File: config.mk
export PLATFORM = sky130hd
export DESIGN_NAME = xmodem_imem_loader
export DESIGN_NICKNAME = d
export VERILOG_FILES = /design/src/rtl/xmodem_pkg.sv /design/src/rtl/xmodem_reply_tx.sv /design/src/rtl/xmodem_imem_loader.sv
export SDC_FILE = /design/constraint.sdc
export NUM_CORES = 1
export LEC_CHECK = 0
export CORE_MARGIN = 3
export CORE_UTILIZATION = 29
export CTS_CLUSTER_DIAMETER = 120
export DETAILED_ROUTE_END_ITERATION = 12
export GPL_ROUTABILITY_DRIVEN = 0
export PLACE_DENSITY = 0.5
export SETUP_SLACK_MARGIN = 0.1
export SYNTH_ARGS = -nofsm -noshare
export SYNTH_HDL_FRONTEND = slang
export SYNTH_SLANG_ARGS = --single-unit
File: constraint.sdc
create_clock -name clk -period 2.2 [get_ports clk]
set_input_delay 0.66 -clock clk [delete_from_list [all_inputs] [get_ports clk]]
set_output_delay 0.66 -clock clk [all_outputs]
set_load 0.01 [all_outputs]
File: src/rtl/xmodem_pkg.sv
// Shared constants and state types for the XMODEM instruction-memory loader.
package xmodem_pkg;

    localparam logic [7:0] SOT = 8'h01;
    localparam logic [7:0] EOT = 8'h04;
    localparam logic [7:0] ACK = 8'h06;
    localparam logic [7:0] NAK = 8'h15;
    localparam logic [7:0] CAN = 8'h18;

    localparam int BLOCK_BYTES = 128;

    typedef enum logic [2:0] {
        IDLE,
        BLK,
        BLKN,
        DATA,
        CKSUM,
        TX_WR,
        TX_WAIT,
        LOADED
    } state_e;

    typedef enum logic [1:0] {
        R_IDLE,
        R_WR,
        R_START,
        R_WAIT
    } reply_state_e;

endpackage

File: src/rtl/xmodem_reply_tx.sv
// Reply sender: pushes one byte into the UART TX FIFO, starts transmission
// and stays busy until the byte has left the line.
module xmodem_reply_tx
    import xmodem_pkg::*;
#(
    parameter int NB_UART_DATA = 8
) (
    input  logic                    clk,
    input  logic                    i_rst_n,
    input  logic                    i_req,
    input  logic [NB_UART_DATA-1:0] i_byte,
    input  logic                    i_uart_tx_done,
    output logic                    o_uart_wr,
    output logic [NB_UART_DATA-1:0] o_uart_wdata,
    output logic                    o_uart_tx_start,
    output logic                    o_busy
);

    reply_state_e            state_q, state_d;
    logic [NB_UART_DATA-1:0] wdata_q, wdata_d;

    always_ff @(posedge clk or negedge i_rst_n) begin
        if (!i_rst_n) begin
            state_q <= R_IDLE;
            wdata_q <= '0;
        end else begin
            state_q <= state_d;
            wdata_q <= wdata_d;
        end
    end

    always_comb begin
        state_d = state_q;
        wdata_d = wdata_q;
        case (state_q)
            R_IDLE: begin
                if (i_req) begin
                    state_d = R_WR;
                    wdata_d = i_byte;
                end
            end
            R_WR:    state_d = R_START;
            R_START: state_d = i_uart_tx_done ? R_IDLE : R_WAIT;
            R_WAIT:  if (i_uart_tx_done) state_d = R_IDLE;
            default: state_d = R_IDLE;
        endcase
    end

    assign o_uart_wr       = (state_q == R_WR);
    assign o_uart_tx_start = (state_q == R_START);
    assign o_uart_wdata    = wdata_q;
    assign o_busy          = (state_q != R_IDLE);

endmodule

File: src/rtl/xmodem_imem_loader.sv
// Boot loader: receives an XMODEM (checksum) transfer from the UART, writes
// little-endian words into instruction memory and enables the CPU on command.
module xmodem_imem_loader
    import xmodem_pkg::*;
#(
    parameter int NB_UART_DATA    = 8,
    parameter int NB_INSTRUCTION  = 32,
    parameter int IMEM_ADDR_WIDTH = 6
) (
    input  logic                       clk,
    input  logic                       i_rst_n,
    input  logic [NB_UART_DATA-1:0]    i_uart_rx_data,
    input  logic                       i_uart_rx_done,
    input  logic                       i_uart_tx_done,
    output logic                       o_uart_rd,
    output logic                       o_uart_wr,
    output logic [NB_UART_DATA-1:0]    o_uart_wdata,
    output logic                       o_uart_tx_start,
    output logic                       o_imem_we,
    output logic [IMEM_ADDR_WIDTH-1:0] o_imem_addr,
    output logic [NB_INSTRUCTION-1:0]  o_imem_wdata,
    output logic                       o_load_done,
    output logic                       o_overflow,
    output logic                       o_cpu_en
);

    localparam int AW1 = IMEM_ADDR_WIDTH + 1;
    localparam logic [AW1-1:0] BLK_WORDS = AW1'(BLOCK_BYTES / 4);
    localparam logic [6:0]     LAST_IDX  = 7'(BLOCK_BYTES - 1);

    state_e                                 state_q, state_d;
    logic [2:0]                             pend_q, pend_d;
    logic [AW1-1:0]                         base_q, base_d;
    logic [7:0]                             exp_q, exp_d;
    logic [7:0]                             blk_q, blk_d;
    logic [NB_UART_DATA-1:0]                csum_q, csum_d;
    logic                                   hdr_ok_q, hdr_ok_d;
    logic [6:0]                             idx_q, idx_d;
    logic [NB_INSTRUCTION-NB_UART_DATA-1:0] word_q, word_d;
    logic                                   imem_we_q, imem_we_d;
    logic [IMEM_ADDR_WIDTH-1:0]             imem_addr_q, imem_addr_d;
    logic [NB_INSTRUCTION-1:0]              imem_wdata_q, imem_wdata_d;
    logic                                   load_done_q, load_done_d;
    logic                                   overflow_q, overflow_d;
    logic                                   cpu_en_q, cpu_en_d;
    logic                                   ret_loaded_q, ret_loaded_d;

    logic                    rd;
    logic                    reply_req;
    logic [NB_UART_DATA-1:0] reply_byte;
    logic                    reply_busy;
    logic [AW1-1:0]          waddr;
    logic                    good_blk;
    logic                    dup_blk;

    // Bytes are never consumed while a reply is in flight; they queue in the FIFO.
    assign rd       = (pend_q != 3'd0) && (state_q != TX_WR) && (state_q != TX_WAIT);
    assign waddr    = base_q + AW1'(idx_q[6:2]);
    assign good_blk = hdr_ok_q && (i_uart_rx_data == csum_q) && (blk_q == exp_q);
    assign dup_blk  = hdr_ok_q && (blk_q == (exp_q - 8'd1));

    always_ff @(posedge clk or negedge i_rst_n) begin
        if (!i_rst_n) begin
            state_q      <= IDLE;
            pend_q       <= '0;
            base_q       <= '0;
            exp_q        <= 8'd1;
            blk_q        <= '0;
            csum_q       <= '0;
            hdr_ok_q     <= 1'b0;
            idx_q        <= '0;
            word_q       <= '0;
            imem_we_q    <= 1'b0;
            imem_addr_q  <= '0;
            imem_wdata_q <= '0;
            load_done_q  <= 1'b0;
            overflow_q   <= 1'b0;
            cpu_en_q     <= 1'b0;
            ret_loaded_q <= 1'b0;
        end else begin
            state_q      <= state_d;
            pend_q       <= pend_d;
            base_q       <= base_d;
            exp_q        <= exp_d;
            blk_q        <= blk_d;
            csum_q       <= csum_d;
            hdr_ok_q     <= hdr_ok_d;
            idx_q        <= idx_d;
            word_q       <= word_d;
            imem_we_q    <= imem_we_d;
            imem_addr_q  <= imem_addr_d;
            imem_wdata_q <= imem_wdata_d;
            load_done_q  <= load_done_d;
            overflow_q   <= overflow_d;
            cpu_en_q     <= cpu_en_d;
            ret_loaded_q <= ret_loaded_d;
        end
    end

    always_comb begin
        pend_d = pend_q;
        if (i_uart_rx_done && !rd) begin
            if (pend_q != 3'd7) pend_d = pend_q + 3'd1;
        end else if (!i_uart_rx_done && rd) begin
            pend_d = pend_q - 3'd1;
        end
    end

    always_comb begin
        state_d      = state_q;
        base_d       = base_q;
        exp_d        = exp_q;
        blk_d        = blk_q;
        csum_d       = csum_q;
        hdr_ok_d     = hdr_ok_q;
        idx_d        = idx_q;
        word_d       = word_q;
        imem_we_d    = 1'b0;
        imem_addr_d  = imem_addr_q;
        imem_wdata_d = imem_wdata_q;
        load_done_d  = load_done_q;
        overflow_d   = overflow_q;
        cpu_en_d     = cpu_en_q;
        ret_loaded_d = ret_loaded_q;
        reply_req    = 1'b0;
        reply_byte   = ACK;

        case (state_q)
            IDLE: begin
                if (rd) begin
                    if (i_uart_rx_data == SOT) begin
                        state_d = BLK;
                    end else if (i_uart_rx_data == EOT) begin
                        reply_req    = 1'b1;
                        load_done_d  = 1'b1;
                        ret_loaded_d = 1'b1;
                        state_d      = TX_WR;
                    end else if (i_uart_rx_data == CAN) begin
                        base_d = '0;
                    end
                end
            end
            BLK: begin
                if (rd) begin
                    blk_d   = i_uart_rx_data;
                    state_d = BLKN;
                end
            end
            BLKN: begin
                if (rd) begin
                    hdr_ok_d = (i_uart_rx_data == ~blk_q);
                    idx_d    = '0;
                    csum_d   = '0;
                    state_d  = DATA;
                end
            end
            DATA: begin
                if (rd) begin
                    csum_d = csum_q + i_uart_rx_data;
                    idx_d  = idx_q + 7'd1;
                    case (idx_q[1:0])
                        2'd0: word_d[7:0]   = i_uart_rx_data;
                        2'd1: word_d[15:8]  = i_uart_rx_data;
                        2'd2: word_d[23:16] = i_uart_rx_data;
                        default: begin
                            // Words past the end of imem are dropped but flagged.
                            if (waddr[AW1-1]) begin
                                overflow_d = 1'b1;
                            end else begin
                                imem_we_d    = 1'b1;
                                imem_addr_d  = waddr[IMEM_ADDR_WIDTH-1:0];
                                imem_wdata_d = {i_uart_rx_data, word_q};
                            end
                        end
                    endcase
                    if (idx_q == LAST_IDX) state_d = CKSUM;
                end
            end
            CKSUM: begin
                if (rd) begin
                    reply_req    = 1'b1;
                    ret_loaded_d = 1'b0;
                    state_d      = TX_WR;
                    if (good_blk) begin
                        base_d = base_q + BLK_WORDS;
                        exp_d  = exp_q + 8'd1;
                    end else if (!dup_blk) begin
                        reply_byte = NAK;
                    end
                end
            end
            TX_WR: state_d = TX_WAIT;
            TX_WAIT: begin
                if (!reply_busy) state_d = ret_loaded_q ? LOADED : IDLE;
            end
            LOADED: begin
                if (rd) begin
                    if (i_uart_rx_data == SOT) begin
                        cpu_en_d = 1'b1;
                    end else if (i_uart_rx_data == CAN) begin
                        load_done_d = 1'b0;
                        cpu_en_d    = 1'b0;
                        base_d      = '0;
                        exp_d       = 8'd1;
                        state_d     = IDLE;
                    end
                end
            end
            default: state_d = IDLE;
        endcase
    end

    xmodem_reply_tx #(
        .NB_UART_DATA(NB_UART_DATA)
    ) u_reply_tx (
        .clk            (clk),
        .i_rst_n        (i_rst_n),
        .i_req          (reply_req),
        .i_byte         (reply_byte),
        .i_uart_tx_done (i_uart_tx_done),
        .o_uart_wr      (o_uart_wr),
        .o_uart_wdata   (o_uart_wdata),
        .o_uart_tx_start(o_uart_tx_start),
        .o_busy         (reply_busy)
    );

    assign o_uart_rd    = rd;
    assign o_imem_we    = imem_we_q;
    assign o_imem_addr  = imem_addr_q;
    assign o_imem_wdata = imem_wdata_q;
    assign o_load_done  = load_done_q;
    assign o_overflow   = overflow_q;
    assign o_cpu_en     = cpu_en_q;

endmodule

### Word-level counts from Yosys, hierarchy flattened

Index checks and enable logic that the tools add are counted.

* add/sub/neg operators: 8
* multipliers: 0
* div/mod/pow operators: 0
* $lt $le $gt $ge: 0
* eq/ne operators: 41
* shifts and indexed selects: 0
* mux-type cells: 65
* bitwise gates (word level): 3
* reduce and logical (&&, ||, !) cells: 39

Operators with widths (number)
* $mux 7: 10
* $mux 8: 7
* $mux 3: 16
* $eq 8x8->1: 4
* $ne 2x2->1 const B: 16
* $pmux 8 s2: 2
* $pmux 3 s8: 1
* $pmux 7 s3: 1
* $mux 5: 4
* $mux 1: 16
* $reduce_and 3->1: 5
* $pmux 7 s2: 1
* $reduce_bool 2->1: 7
* $eq 3x3->1 const B: 4
* $ne 3x3->1 const B: 4
* $reduce_and 11->1: 1
* $reduce_and 2->1: 5
* $add 8x1->8 const B: 1
* $add 8x8->8: 1
* $eq 8x1->1 const B: 1
* $eq 8x3->1 const B: 1
* $eq 8x5->1 const B: 1
* $not 8->8: 1
* $pmux 2 s4: 1
* 26 further kinds: 45

* flip-flop bits (word level): 122
* latch bits: 0
* memory bits (writable): 0
* bits in read-only memories: 0
* input port bits: 12
* memories: 0

### Depth between registers and ports, before layout

* depth after elaboration: 7
* gate-level depth with buffers: 10
* mapped depth without buffers: 8

### By module

Synthesis repeated with hierarchy kept, for this count alone.

* cells, all modules: 495
* area, all modules: 5720.5 um^2

Modules (own cells, without submodules)
* xmodem_imem_loader: times used 1, cells each 470, area each 5317.6 um^2, seq. area each 2678.8 um^2
* xmodem_reply_tx: times used 1, cells each 25, area each 402.9 um^2, seq. area each 250.2 um^2

### Worst setup path after synthesis

No wires, ideal clock.

* path type: input-to-reg
* from: input i_uart_rx_data[5]
* to: register exp_q[2]
* library setup time: 129 ps
* data arrival time: 2334 ps
* data required time: 2071 ps
* path slack: -263 ps
* cell stages on the path: 8
* path through: ha_1 > nor4b_1 > nand4_1 > nor4_2 > clkbuf_1 > nor2_1 > o21ai_0 > o21ai_0

* word-level cells in the longest chain between the ends: 5
* elaborated cells between the ends (all ways): 9
* those cells by class: eq/ne (6); reduce/logical (3)

RTL lines
* start, declared: line xmodem_imem_loader.sv:12 `input logic [NB_UART_DATA-1:0] i_uart_rx_data,`
* $eq 8x8->1: line xmodem_imem_loader.sv:59 `assign good_blk = hdr_ok_q && (i_uart_rx_data == csum_q) && (blk_q == exp_q);`
* $logic_and 1x1->1 (2 in a row): line xmodem_imem_loader.sv:59
* $ne 2x2->1 (no source line)
* $reduce_and 6->1 (no source line) *
* end signal, assigned: line xmodem_imem_loader.sv:84 `exp_q <= exp_d;`
* end, declared: line xmodem_imem_loader.sv:34 `logic [7:0] exp_q, exp_d;`

Mark *: on every way between the ends. The rest lies on a longest branch, timed or not.
A chain may end at the register's enable or synchronous reset.

### Worst setup path after layout

* from: register csum_q[4]
* to: register exp_q[7]

* word-level cells in the longest chain between the ends: 5

RTL lines
* start, declared: line xmodem_imem_loader.sv:36 `logic [NB_UART_DATA-1:0] csum_q, csum_d;`
* start signal, assigned: line xmodem_imem_loader.sv:86 `csum_q <= csum_d;`
* $eq 8x8->1: line xmodem_imem_loader.sv:59
* $logic_and 1x1->1 (2 in a row): line xmodem_imem_loader.sv:59
* $ne 2x2->1 (no source line)
* $reduce_and 6->1 (no source line)

Every way passes these cells.

==> impl_metrics.ini <==
[status]
status = finished with violations
failed_checks = setup timing

[worst_setup_path]
path_class = register to register
timing.critical_path.arrival_ns = 2.50
setup.worst_path.end_class = register
cp-start-kind = register
cp.required_ns = 2.48
critical_path_fanouts_max = 5

[clocking]
cts-htree-levels = 3
tritoncts = done
cts_root_buffer = clkbuf_16
cts_buffers = 9
cts.clk_slew.worst_paths_ns = 0.08
hold_buffers = 0
worstSkewPairLatency_ns = 0.36
maximum_root_to_sink_buffer_count = 2
cts.sink_count = 112

[global_routing]
grt_antenna_before_repair = 1
first_global_vias = 4505
grt_first_pass_wirelength_mm = 23.9
grt_start_max_net_pins = 39
groute.usage.overall_pct = 13.9
grt.overflow.total = 0

[floorplanning]
core_area_um2 = 19000
die_w_um = 146
placement_rows = 50
fp.dieH_um = 146
floorplan.io_pins = 65
start_util_pct = 29.9
fp.dieArea_um2 = 21200

[cells_and_area]
layout-area-overhead-vs-synth_pct = 34.9
layout-drive-gt1-share_pct = 35.5
post-route-util_pct = 40.3
final_common_cell = dfrtp_1
diodes = 0
layout.cells.most_common_list = dfrtp_1, mux2_2, buf_4
fin_nets = 637

[timing]
clock.fmax_mhz = 452
finalCriticalPeriod_ns = 2.21
period_share_pct = 101
worst_slew_margin_rel_pct = 61.1
maxSlewViolCount = 0
worst_slew_pin_slew_ns = 0.583
timing.final.ws_setup_ns = -0.0140
report.final.hold_viol_count = 0
setup_total_negative_slack_ns = -0.0140
setup_viol_count_final = 1
finalClockSkew_ns = 0.0120
rsz0062_at_grt = yes

[drt]
dr_total_vias = 4238
wl_per_cell_um = 16.5
drt_pass1_iterations = 5
ant_nets = 0
drt-initial-drc-count = 143
vias_per_cell = 4.85
remaining_drc_errors = 0
wl_mm = 14.4

[logic_synthesis]
yosysSeqAreaShare_pct = 49.5
synth_largest_area_cell = dfrtp_1
synth-main-ff-cell = dfrtp_1
avgSynthCellArea_um2 = 11.2
syn-cell-area_um2 = 5660
synthesis.instances = 507
yosys-top-cells-area = dfrtp_1, mux2_2, ha_1, o21ai_0, xnor2_1
async_flop_share_pct = 100
synth.distinct_cells = 60
synth_warnings = 0
edff_count_synth = 0
synth_top_area_share_pct = 49.1
synth-seq-cells = 112

[placed_design]
numPortBuffers = 60
detailedPlacementHpwl_mm = 10.0

[power_and_ir_drop]
worst_supply_voltage_drop_on_vdd_mv = 0.425
cellLeakagePower_uw = 0.00337
total_power_uw = 8150
power_per_cell_area_nw_per_um2 = 1070

[run]
cap_violations = 0

[hold_path]
worst_hold_path_type = input pin to async pin
-- report_power, final --
| part | leakage, uW | total [uW] | switching, uW | internal (uW) |
|---|---|---|---|---|
| Clock | 0.000167 | 1840 | 794 | 1050 |
| Combinational | 0.00172 | 3300 | 1620 | 1680 |
| Sequential | 0.00148 | 3010 | 432 | 2580 |
-- kinds of logic (layout without fill, tap and decap cells) --
group / after synthesis / in the layout / share of synthesized area [%]
and+or+nand+nor: 134 / 134 / 13.4
DFF: 112 / 112 / 49.5
AOI/OAI and AO/OA: 93 / 93 / 10.3
muxes: 69 / 69 / 13.7
buffers and inverters: 49 / 153 / 4.15
xor gates and xnor gates: 33 / 33 / 5.10
adders and majority gates: 16 / 16 / 3.80
other: 1 / 4 / 0.0662
-- through the flow --
stage	instances	instance area [um^2]	worst slack, ns	hold WS, ns
2_1_floorplan	510	5810	-0.130	0.364
3_3_place_gp	846	7000	-0.803	0.455
3_5_place_dp	846	7000	-0.873	0.468
4_1_cts	869	7450	-0.0224	0.305
5_1_grt	874	7640	-0.164	0.311
6_report	874	7640	-0.0140	0.290
-- sequential cells by signal, indices dropped and copies added, names as in the netlist, 2 cells and up --
name and flops:
idx_q 7, pend_q 3, word_q 24, exp_q 8
o_imem_addr 6, csum_q 8, o_imem_wdata 32, u_reply_tx.o_uart_wdata 3
state_q 3, blk_q 8, base_q 2, u_reply_tx.state_q 2
-- layout make-up --
cell class,instances,area [um^2]
clock buffer,10,239
clock inverter,6,96.3
fill,1816,11300
inverter,13,48.8
multi-input combinational,349,2960
sequential,112,2810
tap,260,325
timing repair buffer,124,1170
-- what timing repair did --
item / CTS / global route
endpoints found under the setup margin: 26 / 29
pin swaps: 21 / 16
setup buffers: 8 / 5
resized for setup: 54 / 40
gates cloned: 0 / 0
-- cell usage after synthesis (13+ instances only) --
master,count
nand3_1,15
nand2_1,34
ha_1,14
nor2_1,19
buf_2,14
a21oi_1,21
clkbuf_1,14
nor3_1,14
mux2_2,69
inv_1,13
dfrtp_1,111
xnor2_1,17
xor2_1,16
o21ai_0,31
-- path summary, 6_finish.rpt --
path	startpoint	endpoint	slack, ns	cells after the start
setup / recovery	csum_q[4]	exp_q[7]	-0.01	7
hold / removal	i_rst_n	o_imem_wdata[0]	0.29	1
setup reg to reg	csum_q[4]	exp_q[7]	-0.01	7
hold reg to reg	o_overflow	o_overflow	0.48	1
max in group asynchronous	i_rst_n	o_imem_we	1.30	2
min in group clk	o_overflow	o_overflow	0.48	1
-- critical path: stages (launching register included) --
cell     delay (ns)
dfrtp_1        0.42
ha_4           0.28
nor4b_4        0.29
nand4_1        0.22
nor4_2         0.24
nand4_1        0.17
or3_1          0.37
a21oi_1        0.15
-- per-layer routing --
metal	wire length [um]	share of wire, %	track usage [%]	vias to the layer above
met2	6830	47	22.8	91
met1	6680	46	18.2	2118
li1	-	-	-	2017
met5	9	0.062	0	-
met3	766	5.3	4.86	10
met4	114	0.79	2.37	2
No activity file was read; power rests on OpenSTA's default activity.
